File: src/rtl/r5_pkg.sv
// r5_pkg: shared constants and types for the radix-5 FFT stage controller.
// Holds the radix, default stage geometry, group-index type and FSM states.
package r5_pkg;

  localparam int R5_RADIX = 5;
  localparam int R5_SPAN  = 5;
  localparam int R5_LAT   = 10;
  localparam int R5_TW_AW = 5;

  typedef logic [2:0] grp_t;

  typedef enum logic {
    IDLE = 1'b0,
    RUN  = 1'b1
  } st_e;

endpackage

File: src/rtl/r5_vld_dly.sv
// r5_vld_dly: LAT-deep 1-bit shift line with synchronous active-high reset.
// Ports: clk, rst, d_i (marker in), q_o (marker out after LAT edges).
module r5_vld_dly #(
  parameter int LAT = 10
) (
  input  logic clk,
  input  logic rst,
  input  logic d_i,
  output logic q_o
);

  logic [LAT-1:0] sh_q;

  generate
    if (LAT == 1) begin : g_one
      always_ff @(posedge clk) begin
        if (rst) sh_q <= '0;
        else     sh_q <= d_i;
      end
    end else begin : g_many
      always_ff @(posedge clk) begin
        if (rst) sh_q <= '0;
        else     sh_q <= {sh_q[LAT-2:0], d_i};
      end
    end
  endgenerate

  assign q_o = sh_q[LAT-1];

endmodule

File: src/rtl/r5_stage_ctrl.sv
// r5_stage_ctrl: sequencer for one radix-5 FFT stage (frame = 5*SPAN samples).
// In: clk, rst, in_valid, in_sop. Out: sel, bf_en, tw_addr, out_valid,
// out_sop, busy, err_sop. Control outputs lag acceptance by one edge;
// markers appear LAT edges after the acceptance edge.
module r5_stage_ctrl
  import r5_pkg::*;
#(
  parameter int SPAN  = R5_SPAN,
  parameter int LAT   = R5_LAT,
  parameter int TW_AW = R5_TW_AW
) (
  input  logic             clk,
  input  logic             rst,
  input  logic             in_valid,
  input  logic             in_sop,
  output logic [2:0]       sel,
  output logic             bf_en,
  output logic [TW_AW-1:0] tw_addr,
  output logic             out_valid,
  output logic             out_sop,
  output logic             busy,
  output logic             err_sop
);

  localparam int IW = (SPAN > 1) ? $clog2(SPAN) : 1;
  localparam logic [IW-1:0] IDX_LAST = IW'(SPAN - 1);
  localparam grp_t GRP_LAST = grp_t'(R5_RADIX - 1);

  st_e             st_q, st_d;
  logic [IW-1:0]   idx_q, idx_d;
  grp_t            grp_q, grp_d;

  logic            acc;
  grp_t            cur_g;
  logic [IW-1:0]   cur_i;
  logic [TW_AW-1:0] prod;

  grp_t            sel_q;
  logic            bf_q;
  logic [TW_AW-1:0] tw_q;
  logic            err_q;
  logic            acc_q;
  logic            sop_q;

  // Counters hold the position of the next expected sample; an accepted
  // sop overrides them so that sample is always (0,0).
  always_comb begin
    acc   = in_valid & ((st_q == RUN) | in_sop);
    cur_g = in_sop ? '0 : grp_q;
    cur_i = in_sop ? '0 : idx_q;
    prod  = TW_AW'(cur_g) * TW_AW'(cur_i);
    st_d  = st_q;
    idx_d = idx_q;
    grp_d = grp_q;
    if (acc) begin
      st_d = RUN;
      if (cur_i == IDX_LAST) begin
        idx_d = '0;
        if (cur_g == GRP_LAST) begin
          grp_d = '0;
          st_d  = IDLE;
        end else begin
          grp_d = cur_g + 3'd1;
        end
      end else begin
        idx_d = cur_i + 1'b1;
        grp_d = cur_g;
      end
    end
  end

  always_ff @(posedge clk) begin
    if (rst) begin
      st_q  <= IDLE;
      idx_q <= '0;
      grp_q <= '0;
    end else begin
      st_q  <= st_d;
      idx_q <= idx_d;
      grp_q <= grp_d;
    end
  end

  // Markers are retimed together with the control registers so the
  // shift line output lands exactly LAT edges after acceptance.
  always_ff @(posedge clk) begin
    if (rst) begin
      sel_q <= '0;
      bf_q  <= 1'b0;
      tw_q  <= '0;
      err_q <= 1'b0;
      acc_q <= 1'b0;
      sop_q <= 1'b0;
    end else begin
      bf_q  <= acc & (cur_g == GRP_LAST);
      err_q <= in_valid & in_sop & (st_q == RUN);
      acc_q <= acc;
      sop_q <= acc & in_sop;
      if (acc) begin
        sel_q <= cur_g;
        tw_q  <= prod;
      end
    end
  end

  r5_vld_dly #(.LAT(LAT)) u_vld (
    .clk (clk),
    .rst (rst),
    .d_i (acc_q),
    .q_o (out_valid)
  );

  r5_vld_dly #(.LAT(LAT)) u_sop (
    .clk (clk),
    .rst (rst),
    .d_i (sop_q),
    .q_o (out_sop)
  );

  assign sel     = sel_q;
  assign bf_en   = bf_q;
  assign tw_addr = tw_q;
  assign err_sop = err_q;
  assign busy    = (st_q == RUN);

endmodule

File: config.mk
export PLATFORM = sky130hd
export DESIGN_NAME = r5_stage_ctrl
export DESIGN_NICKNAME = d
export VERILOG_FILES = /design/src/rtl/r5_pkg.sv /design/src/rtl/r5_vld_dly.sv /design/src/rtl/r5_stage_ctrl.sv
export SDC_FILE = /design/constraint.sdc
export NUM_CORES = 1
export LEC_CHECK = 0
export ABC_AREA = 1
export CAP_MARGIN = 10
export CELL_PAD_IN_SITES_DETAIL_PLACEMENT = 0
export CELL_PAD_IN_SITES_GLOBAL_PLACEMENT = 1
export CORE_UTILIZATION = 40
export DETAILED_ROUTE_END_ITERATION = 8
export PLACE_DENSITY_LB_ADDON = 0.15
export SYNTH_ARGS = -nofsm -noshare
export SYNTH_HDL_FRONTEND = slang
export SYNTH_SLANG_ARGS = --single-unit
export TNS_END_PERCENT = 30
File: constraint.sdc
create_clock -name clk -period 2.7 [get_ports clk]
set_input_delay 0.675 -clock clk [delete_from_list [all_inputs] [get_ports clk]]
set_output_delay 0.675 -clock clk [all_outputs]
set_load 0.1 [all_outputs]
## After elaboration in Yosys (flattened, before gate mapping)

Index checks and enable logic that the tools add are counted.

| storage, ports and cells | value |
|---|---|
| register bits | 39 |
| input port bits | 4 |
| output and inout bits | 13 |
| word-level logic and storage cells | 29 |

| cells by class | value |
|---|---|
| add/sub/neg operators | 2 |
| multiply operators | 1 |
| eq/ne operators | 2 |
| muxes and demuxes | 7 |
| bitwise operators | 6 |

Operators by type and width:

| kind | count |
|---|---|
| 3-bit 2-to-1 mux | 5 |
| 3-bit by 1-bit adder with 3-bit output, second input constant | 2 |
| 3-bit equality test, second input constant | 2 |
| 1-bit bitwise AND | 5 |
| 3-bit by 3-bit multiplier with 5-bit output | 1 |
| 1-bit 2-to-1 mux | 2 |
| 1-bit OR | 1 |

## Depth between registers and ports, before layout

Gate-level depths: netlist (run 1).

| logic depth | value |
|---|---|
| depth after elaboration | 4 |
| gate-level depth with buffers | 16 |
| depth with buffers taken out | 16 |

## Cells and area by module

Synthesis (run 1) repeated with hierarchy kept, for this count alone.

| second synthesis, totals | value |
|---|---|
| cell total of the unflattened synthesis | 204 |
| area, all modules | 1,614.0 µm² |

By module, submodules not included:

| module | times used | cells an instance | area each (µm²) | seq. area each (µm²) |
|---|---|---|---|---|
| r5_stage_ctrl | 1 | 142 | 1,041.0 | 380.4 |
| r5_vld_dly | 2 | 31 | 286.5 | 200.2 |

## Worst setup path before layout (run 1)

No wires, ideal clock.

| timing | value |
|---|---|
| path kind | input to register |
| start | input in_sop |
| end | register tw_q[4], in the netlist tw_addr[4] |
| library setup time | 109 ps |
| data arrival time | 2,333 ps |
| required time | 2,591 ps |
| slack | 258 ps |
| cell stages on the path | 15 |
| buffers on the path | 0 |
| path through | inv_2 > nand2_1 > nor2_1 > fa_1 > ha_1 > inv_1 > fa_1 > inv_1 > nand2_1 > nand2_1 > inv_1 > nand2_1 > nand3_1 > nand2_1 > inv_1 |

| between the ends | value |
|---|---|
| longest elaborated chain between the ends | 2 |
| elaborated cells between the ends (all ways) | 5 |
| those cells by class | 1 x mul; 2 x mux; 2 x bitwise |

Ends and longest elaborated chain:

| item | RTL line | text |
|---|---|---|
| start, declared | r5_stage_ctrl.sv:15 | `input logic in_sop,` |
| 3-bit 2-to-1 mux (tied with other cells) | r5_stage_ctrl.sv:49 | `cur_g = in_sop ? '0 : grp_q;` |
| 3-bit by 3-bit multiplier with 5-bit output or 1-bit bitwise AND (tied branches) | r5_stage_ctrl.sv:51, r5_stage_ctrl.sv:48 |  |
| end signal, assigned | r5_stage_ctrl.sv:101 | `tw_q <= prod;` |
| end, declared | r5_stage_ctrl.sv:40 | `logic [TW_AW-1:0] tw_q;` |

Parallel ways exist; a longest one is shown, timed or not.
A chain may end at the register's enable or synchronous reset.

## Worst setup path in the final report (run 1)

Same ends and word-level chain as after synthesis.

==> flow_summary.toml, run 1 <==
[die]
die-area_sq_um = 4270
start_util = 0.429
ioPinCount = 17
fp-row-count = 22
core_sq_um = 3740
die_y_um = 65.4
die_width_um = 65.4

[global_route]
grt_use_met2 = 0.273
grt_busiest_layer = "met2"
grt_use_met1 = 0.173
grtUsageTotal = 0.158
grt_pass1_vias = 1200
met3_usage = 0.0642
antenna_found_initial = 0
gr-total-overflow = 0
grt_pass1_wl_um = 5000
grt_max_degree = 18

[clock_tree]
postCtsSetupRepairBufs = 0
cts.sinks = 39
ctsResizeCount = 1
cts_max_level = 2
clockRootBuffer = "clkbuf_8"
holdBufCountCts = 0
numCtsBuffers = 5
clkTransAtPathRegs_ns = 0.08
clk_latency_ns = 0.29
clockBufferDepth = 2
cts_tree = "yes"

[setup_path]
critPathSlowestCell = "fa_1"
cpPeakStageDelay_ns = 0.53
worstPathMaxFanout = 4
critPathLaunchType = "primary input"
worstSetupPathType = "primary input to register"
end_kind = "register"
worstPathArrival_ns = 2.66
cp_cell_sequence = "dlygate4sd2_1 -> inv_2 -> nand2_4 -> nor2_1 -> fa_1 -> ha_1 -> inv_1 -> fa_1 -> inv_1 -> nand2_1 -> nand2_1 -> inv_1 -> nand2_1 -> nand3_1 -> nand2_1 -> inv_1"
worstPathRequired_ns = 2.89

[yosys]
netlist.top_cell.by_area = "dfxtp_1"
syn-num-nets = 217
synthesis.area_sq_um = 1610
netlist_instances = 204
netlist-cell-type-count = 23
ys_ff_latch = 39
seq_area_frac_synth = 0.486
synth_top_area_frac = 0.486
synthAdderAreaFrac = 0.0795
yosysWarningCount = 0
synth_top_family_by_area = "simple AND/OR/NAND/NOR gates"
synthTopCellsByArea = "dfxtp_1 (49%), nor2_1 (10%), inv_1 (9.4%)"
synth_compound_area_frac = 0.0530
synthXorXnorAreaFrac = 0
synthMuxAreaShare = 0
synth.avg_cell_area_sq_um = 7.87
synthSimpleGateAreaFrac = 0.259

[routing]
ant_nets = 0
viasPerCell = 4.47
drt_wl_total_um = 2850
vias = 1246
drc = 0
drtIter0Drc = 81
first_pass_iters = 4
wire_per_inst_um = 10.2

[cells_and_area]
final_core_util = 0.509
drive_gt1_frac = 0.169
fin_nets = 243
synthToLayoutAreaGrowth_pct = 18.7
layout_common_cells = "nor2_1 (44), inv_1 (40), dfxtp_1 (39)"
final_common_cell = "nor2_1"
diodes = 0

[power_and_ir_drop]
ir_drop_mv = 0.236
p_per_area_nw_per_um2 = 582
leakagePower_nw = 0.872

[timing]
min_period_ns = 2.47
hold_slack_ns = 0.404
setup_slack_ns = 0.233
max_freq_ghz = 0.405
fin_skew_ns = 0.00718
drv_slew = 0
hold_viol = 0
rsz0062_at_grt = "no"
slew_headroom = 0.758
fin_crit_sh = 0.914
worst_slew_pin_slew_ns = 0.362
finalSetupViolCount = 0

[placement]
dpl.hpwl_um = 2190
globalplace.congestion = 0.869
numPortBuffers = 16
pre_cts_ws_ns = -0.350

[run_status]
outcome = "completed"

[hold_path]
hold_path.class = "register to register"

[job]
maxCapViolCount = 0
==> final timing paths <==
kind / startpoint / end / slack (ns) / cells after the start
min: u_sop.sh_q[2]$_SDFF_PP0_ / u_sop.sh_q[3]$_SDFF_PP0_ / 0.40 / 2
max: in_sop / tw_addr[4]$_SDFFE_PP0P_ / 0.23 / 16
max reg2reg: idx_q[2]$_SDFFE_PP0P_ / tw_addr[4]$_SDFFE_PP0P_ / 0.51 / 14
min reg2reg: u_sop.sh_q[2]$_SDFF_PP0_ / u_sop.sh_q[3]$_SDFF_PP0_ / 0.40 / 2
==> cells by family (layout without fill, tap and decap cells) <==
family	count (synthesis)	count (layout)
buf+inv	48	75
simple gates	91	91
flops	39	39
fa+ha+maj	9	9
compound gates	17	17
==> cell type report <==
class / instances / area (sq um)
Timing Repair Buffer: 25 / 194
Fill cell: 391 / 1840
Sequential cell: 39 / 781
Clock buffer: 6 / 72.6
Multi-Input combinational cell: 117 / 628
Tap cell: 48 / 60.1
Inverter: 42 / 158
Clock inverter: 2 / 12.5
==> routing by layer <==
metal  share of wire  wire length [um]
met5               0                 0
met1            0.46              1310
met3           0.050               143
met2            0.48              1370
met4           0.013                36
==> through the flow <==
stage	instance area [sq um]	setup TNS, ns	total power, W	instances
after floorplan	1610	0	0.000717	204
after global placement	1820	-0.381	0.000749	271
after detailed placement	1820	-0.481	0.000751	271
after CTS	1910	0	0.00113	279
after global routing	1910	0	0.00116	279
final	1910	0	0.00111	279
==> power breakdown <==
group	total [W]	leakage (nW)	internal, W	switching, W
clock	0.000372	0.0412	0.000180	0.000192
combinational	0.000137	0.514	0.0000353	0.000102
sequential	0.000599	0.317	0.000590	0.00000909
==> synth_stat cells, drive strengths merged <==
library cell	instances
a21oi	10
buf	3
clkbuf	3
dfxtp	39
fa	2
ha	7
inv	42
nand2	35
nand3	6
nand3b	1
nand4	1
nor2	46
nor3	1
nor3b	1
o21ai	7
==> registers in the layout (all words and copies together), names as in the netlist <==
signal and flops:
grp_q 3, acc_q 1, idx_q 3, u_vld.sh_q 10
bf_en 1, sel 3, sop_q 1, err_sop 1
u_sop.sh_q 10, busy 1, tw_addr 5
==> critical path: cells and delay by family <==
kind,cells,cell delay (ns)
adders and majority gates,3,1.05
buffers and inverters,6,0.53
and+or+nand+nor,7,0.39
No activity file was read; power rests on OpenSTA's default activity.
==> run 2, diff against run 1 <==
--- a/config.mk
+++ b/config.mk
@@ -9,7 +9,8 @@
 export CAP_MARGIN = 10
 export CELL_PAD_IN_SITES_DETAIL_PLACEMENT = 0
 export CELL_PAD_IN_SITES_GLOBAL_PLACEMENT = 1
-export CORE_UTILIZATION = 40
+export CORE_UTILIZATION = 43
+export CTS_BUF_LIST = sky130_fd_sc_hd__clkbuf_8
 export DETAILED_ROUTE_END_ITERATION = 8
 export PLACE_DENSITY_LB_ADDON = 0.15
 export SYNTH_ARGS = -nofsm -noshare
==> run 2 against run 1 <==
Worst hold slack about the same. Sequential cell count is the same. Highest routed layer unchanged. Sequential power about the same. Clock power increased by 48%. Die area down 6.8%. Via count is 1.7% lower. Non-clock buffer count unchanged. Total power grew 16%. Clock-buffer cell count decreased by 1.
==> flow_summary.toml, run 2 (synthesized netlist as in run 1, its figures left out) <==
[setup_path]
worstPathMaxFanout = 5
r2r_end = "tw_addr[4]$_SDFFE_PP0P_"
crit_end = "tw_addr[4]$_SDFFE_PP0P_"
worstPathRequired_ns = 2.88
rr_startpoint = "idx_q[2]$_SDFFE_PP0P_"
critPathLaunchType = "primary input"
rrSetupSlack_ns = 0.40
critical_path.startpoint = "in_sop"
end_kind = "register"
worstSetupPathType = "primary input to register"
reg2regPathDepth = 14
worstPathArrival_ns = 2.56

[die]
die_y_um = 63.1
fp-row-count = 21
start_util = 0.463
die-area_sq_um = 3980
die_width_um = 63.1
ioPinCount = 17
core_sq_um = 3470

[timing]
hold_slack_ns = 0.404
max_freq_ghz = 0.419
rsz0062_at_grt = "no"
hold_viol = 0
fin_setup_tns_ns = 0
finalSetupViolCount = 0
fin_skew_ns = 0.00573
drv_slew = 0
fin_crit_sh = 0.884
slew_headroom = 0.767
min_period_ns = 2.39
worst_slew_pin_slew_ns = 0.349

[global_route]
grt_max_degree = 20
grtUsageTotal = 0.163
antenna_found_initial = 0
gr-total-overflow = 0
grt_pass1_vias = 1114
grt_pass1_wl_um = 5020

[cells_and_area]
diodes = 0
fin_nets = 243
instances_no_fill = 277
final_common_cell = "nor2_1"
fill_cells = 344
multi_input_area_sq_um = 628
ff_latch_area_sq_um = 781
drive_gt1_frac = 0.173
layout_common_cells = "nor2_1 (44), inv_1 (41), dfxtp_1 (39)"
synthToLayoutAreaGrowth_pct = 21.3

[power_and_ir_drop]
p_per_area_nw_per_um2 = 662
leakagePower_nw = 0.899
ir_drop_mv = 0.389

[placement]
dpl.hpwl_um = 2120
dp.cells = 269
numPortBuffers = 16
globalplace.congestion = 0.848

[clock_tree]
holdBufCountCts = 0
cts.sinks = 39
cts_max_level = 2
clockBufferDepth = 2
clkTransAtPathRegs_ns = 0.07
clockRootBuffer = "clkbuf_8"
postCtsSetupRepairBufs = 0
numCtsBuffers = 5
clk_latency_ns = 0.28
cts_tree = "yes"

[routing]
vias = 1225
first_pass_iters = 4
viasPerCell = 4.42
drc = 0
drt_wl_total_um = 2860
wire_per_inst_um = 10.3
drtIter0Drc = 32
ant_nets = 0

[hold_path]
hold_path.class = "register to register"

[job]
maxCapViolCount = 0

[run_status]
outcome = "completed"
==> run 2: cell count changes in the layout (fill, tap and decap cells not counted) <==
cell	delta
bufinv_16	+2
clkbuf_1	-1
clkbuf_2	+1
clkinv_2	-1
clkinvlp_4	-1
dlygate4sd2_1	-1
inv_1	+1
==> run 2: final cells by class <==
class,count,share of cell area
Clock buffer,5,0.0353
Clock inverter,3,0.0328
Sequential cell,39,0.401
Tap cell,46,0.0296
Inverter,42,0.0810
Multi-Input combinational cell,117,0.323
Timing Repair Buffer,25,0.0977
==> run 2: how the worst min path moves through the flow <==
| stage | start | end | cells after the start |
|---|---|---|---|
| 6_report | u_vld.sh_q[0]$_SDFF_PP0_ | u_vld.sh_q[1]$_SDFF_PP0_ | 2 |
| 5_1_grt | u_sop.sh_q[1]$_SDFF_PP0_ | u_sop.sh_q[2]$_SDFF_PP0_ | 2 |
| 4_1_cts | u_sop.sh_q[1]$_SDFF_PP0_ | u_sop.sh_q[2]$_SDFF_PP0_ | 2 |
| 3_5_place_dp | u_vld.sh_q[0]$_SDFF_PP0_ | u_vld.sh_q[1]$_SDFF_PP0_ | 2 |
| 3_3_place_gp | u_vld.sh_q[0]$_SDFF_PP0_ | u_vld.sh_q[1]$_SDFF_PP0_ | 2 |
| 2_1_floorplan | sop_q$_SDFF_PP0_ | u_sop.sh_q[0]$_SDFF_PP0_ | 2 |
==> run 2: layer usage <==
layer / up-vias / track usage / routed length, um
li1: 653 / - / -
met5: - / 0 / 0
met2: 14 / 0.261 / 1350
met1: 556 / 0.207 / 1410
met3: 2 / 0.0380 / 85
met4: 0 / 0.0756 / 19
==> run 2: repair_timing <==
action | in CTS | in global routing
gates resized for setup | 1 | 2
endpoints found under the setup margin | 1 | 1
cloned | 0 | 0
==> run 2: critical path, stage by stage <==
cell and delay [ns]:
clkbuf_2 0.12, inv_2 0.08, nand2_4 0.06, nor2_1 0.06, fa_1 0.55, ha_1 0.16
inv_1 0.05, fa_1 0.37, inv_1 0.06, nand2_1 0.04, nand2_1 0.06, inv_1 0.04
nand2_1 0.04, nand3_1 0.06, nand2_1 0.07, inv_1 0.05
==> run 2: metrics by stage <==
step	instance area [sq um]	utilization	setup slack [ns]	total power, W
floorplan	1610	-	0.258	0.000717
global placement	1820	0.525	-0.329	0.000748
global route	1950	0.561	0.0954	0.00135
CTS	1950	0.562	0.154	0.00131
detailed placement	1820	0.525	-0.419	0.000750
finish	1950	0.561	0.312	0.00129
==> run 2: power by group <==
part           switching, W  internal, W  total [W]  leakage [nW]
Combinational      0.000102    0.0000351   0.000137         0.513
Clock              0.000187     0.000365   0.000552        0.0695
Sequential       0.00000959     0.000590   0.000600         0.317
Total              0.000298     0.000990    0.00129         0.899
==> run 3, diff against run 2 <==
--- a/config.mk
+++ b/config.mk
@@ -9,7 +9,7 @@
 export CAP_MARGIN = 10
 export CELL_PAD_IN_SITES_DETAIL_PLACEMENT = 0
 export CELL_PAD_IN_SITES_GLOBAL_PLACEMENT = 1
-export CORE_UTILIZATION = 43
+export CORE_UTILIZATION = 30
 export CTS_BUF_LIST = sky130_fd_sc_hd__clkbuf_8
 export DETAILED_ROUTE_END_ITERATION = 8
 export PLACE_DENSITY_LB_ADDON = 0.15
==> run 3 against run 2 <==
Sequential cell count unchanged. Clock skew hardly changed. Combinational power about the same. Final cell count rose by 8.7%. Sequential share of layout area rose by 0.078 points. Highest routed layer unchanged. Clock-buffer cell count grew 1. Setup slack got worse by 0.046 ns. Clock power is 29% lower. First-iteration DRC count is 78% higher. Critical path type unchanged. Sequential power about the same. Total power decreased by 12%. Critical endpoint unchanged.
==> flow_summary.toml, run 3 (synthesized netlist as in run 1, its figures left out) <==
[run_status]
outcome = "completed"

[die]
ioPinCount = 17
core_sq_um = 5140
die-area_sq_um = 5650
die_y_um = 75.2
start_util = 0.312
die_width_um = 75.2
fp-row-count = 26

[routing]
drc = 0
viasPerCell = 4.00
drt_wl_total_um = 3040
drtIter0Drc = 57
ant_nets = 0
wire_per_inst_um = 10.1
first_pass_iters = 4
vias = 1204

[clock_tree]
cts_tree = "yes"
numCtsBuffers = 5
cts.sinks = 39
clockRootBuffer = "clkbuf_8"
clkTransAtPathRegs_ns = 0.08
clk_latency_ns = 0.28
cts_max_level = 2
clockBufferDepth = 2

[timing]
finalSetupViolCount = 0
setup_slack_ns = 0.267
worst_slew_pin_slew_ns = 0.281
drv_slew = 0
rsz0062_at_grt = "no"
min_period_ns = 2.43
hold_slack_ns = 0.401
slew_headroom = 0.814
fin_crit_sh = 0.901
hold_viol = 0
fin_skew_ns = 0.00556
max_freq_ghz = 0.411

[global_route]
grt_max_degree = 20
grt_pass1_wl_um = 5490
grt_pass1_vias = 1210
antenna_found_initial = 0
gr-total-overflow = 0
grtUsageTotal = 0.133

[setup_path]
worstSetupPathType = "primary input to register"
worstPathRequired_ns = 2.89
critical_path_buf_inv_count = 6
worstPathMaxFanout = 4
end_kind = "register"
crit_family = "adder cells"
cp_cell_sequence = "dlygate4sd2_1 -> inv_2 -> nand2_4 -> nor2_1 -> fa_1 -> ha_1 -> inv_1 -> fa_1 -> inv_1 -> nand2_1 -> nand2_1 -> inv_1 -> nand2_1 -> nand3_1 -> nand2_1 -> inv_1"
cpPeakStageDelay_ns = 0.54
worstPathArrival_ns = 2.62
critPathLaunchType = "primary input"
critPathSlowestCell = "fa_1"

[cells_and_area]
final_common_cell = "nor2_1"
synthToLayoutAreaGrowth_pct = 21.0
diodes = 0
drive_gt1_frac = 0.173
layout_common_cells = "nor2_1 (44), inv_1 (40), dfxtp_1 (39)"
stdcell_area_sq_um = 1940
fin_nets = 244
final_core_util = 0.378
fill_cells = 574

[placement]
numPortBuffers = 16
globalplace.congestion = 0.790
dpl-instance-area_sq_um = 1860
dpl.hpwl_um = 2230
pre_cts_ws_ns = -0.313

[job]
maxCapViolCount = 0

[power_and_ir_drop]
leakagePower_nw = 0.883
power_w = 0.00113
p_per_area_nw_per_um2 = 581
ir_drop_mv = 0.166

[hold_path]
hold_path.class = "register to register"
run 3: cell types whose count changed in the layout (fill, tap and decap cells not counted), sizes merged:
| cell | change |
|---|---|
| clkinv | +1 |
| inv | -1 |
| bufinv | -2 |
| dlygate4sd2 | +1 |
| buf | +1 |
run 3: layout make-up:
cell class | count | area, sq um | share of cell area
Clock inverter | 1 | 5.00 | 0.00258
Clock buffer | 6 | 82.6 | 0.0425
Inverter | 42 | 158 | 0.0811
Tap cell | 70 | 87.6 | 0.0451
Sequential cell | 39 | 781 | 0.402
Multi-Input combinational cell | 117 | 628 | 0.323
Timing Repair Buffer | 26 | 201 | 0.104
run 3: path summary, 6_finish.rpt:
| path | start | end | slack (ns) | depth (start not counted) |
|---|---|---|---|---|
| hold reg to reg | u_vld.sh_q[1]$_SDFF_PP0_ | u_vld.sh_q[2]$_SDFF_PP0_ | 0.40 | 2 |
| setup / recovery | in_sop | tw_addr[4]$_SDFFE_PP0P_ | 0.27 | 16 |
| setup reg to reg | grp_q[1]$_SDFFE_PP0P_ | tw_addr[4]$_SDFFE_PP0P_ | 0.57 | 16 |
| hold / removal | u_vld.sh_q[1]$_SDFF_PP0_ | u_vld.sh_q[2]$_SDFF_PP0_ | 0.40 | 2 |
run 3: stage by stage:
stage / TNS, ns / std cells
5_1_grt: 0 / 301
4_1_cts: 0 / 301
3_3_place_gp: -0.393 / 294
3_5_place_dp: -0.430 / 294
2_1_floorplan: 0 / 204
6_report: 0 / 301
run 3: worst register-to-register path, stage by stage, from the launching register on:
cell and delay [ns]:
dfxtp_1 0.31, inv_1 0.08, nor2_1 0.06, inv_1 0.07, nor2_1 0.05, fa_1 0.51, ha_1 0.14, inv_1 0.05
fa_1 0.37, inv_1 0.06, nand2_1 0.05, nand2_1 0.06, inv_1 0.04, nand2_1 0.04, nand3_1 0.06, nand2_1 0.06
inv_1 0.04
run 3: power breakdown:
group | switching, W | internal (W) | total (W)
clock network | 0.000191 | 0.000200 | 0.000392
logic | 0.000102 | 0.0000353 | 0.000138
registers | 0.00000854 | 0.000590 | 0.000598
total | 0.000302 | 0.000826 | 0.00113
run 3: routing by layer:
layer / global-route usage / part of all wire / up-vias
met5: 0 / 0 / -
met4: 0.0556 / 0.018 / 0
met3: 0.0388 / 0.033 / 5
met2: 0.206 / 0.45 / 13
met1: 0.173 / 0.50 / 527
li1: - / - / 659
run 3: repair_timing:
action | 4_1_cts | 5_1_grt
setup endpoints to repair | 1 | 0
setup buffers | 0 | 0
gates resized for setup | 1 | 0
hold buffers | 0 | 0
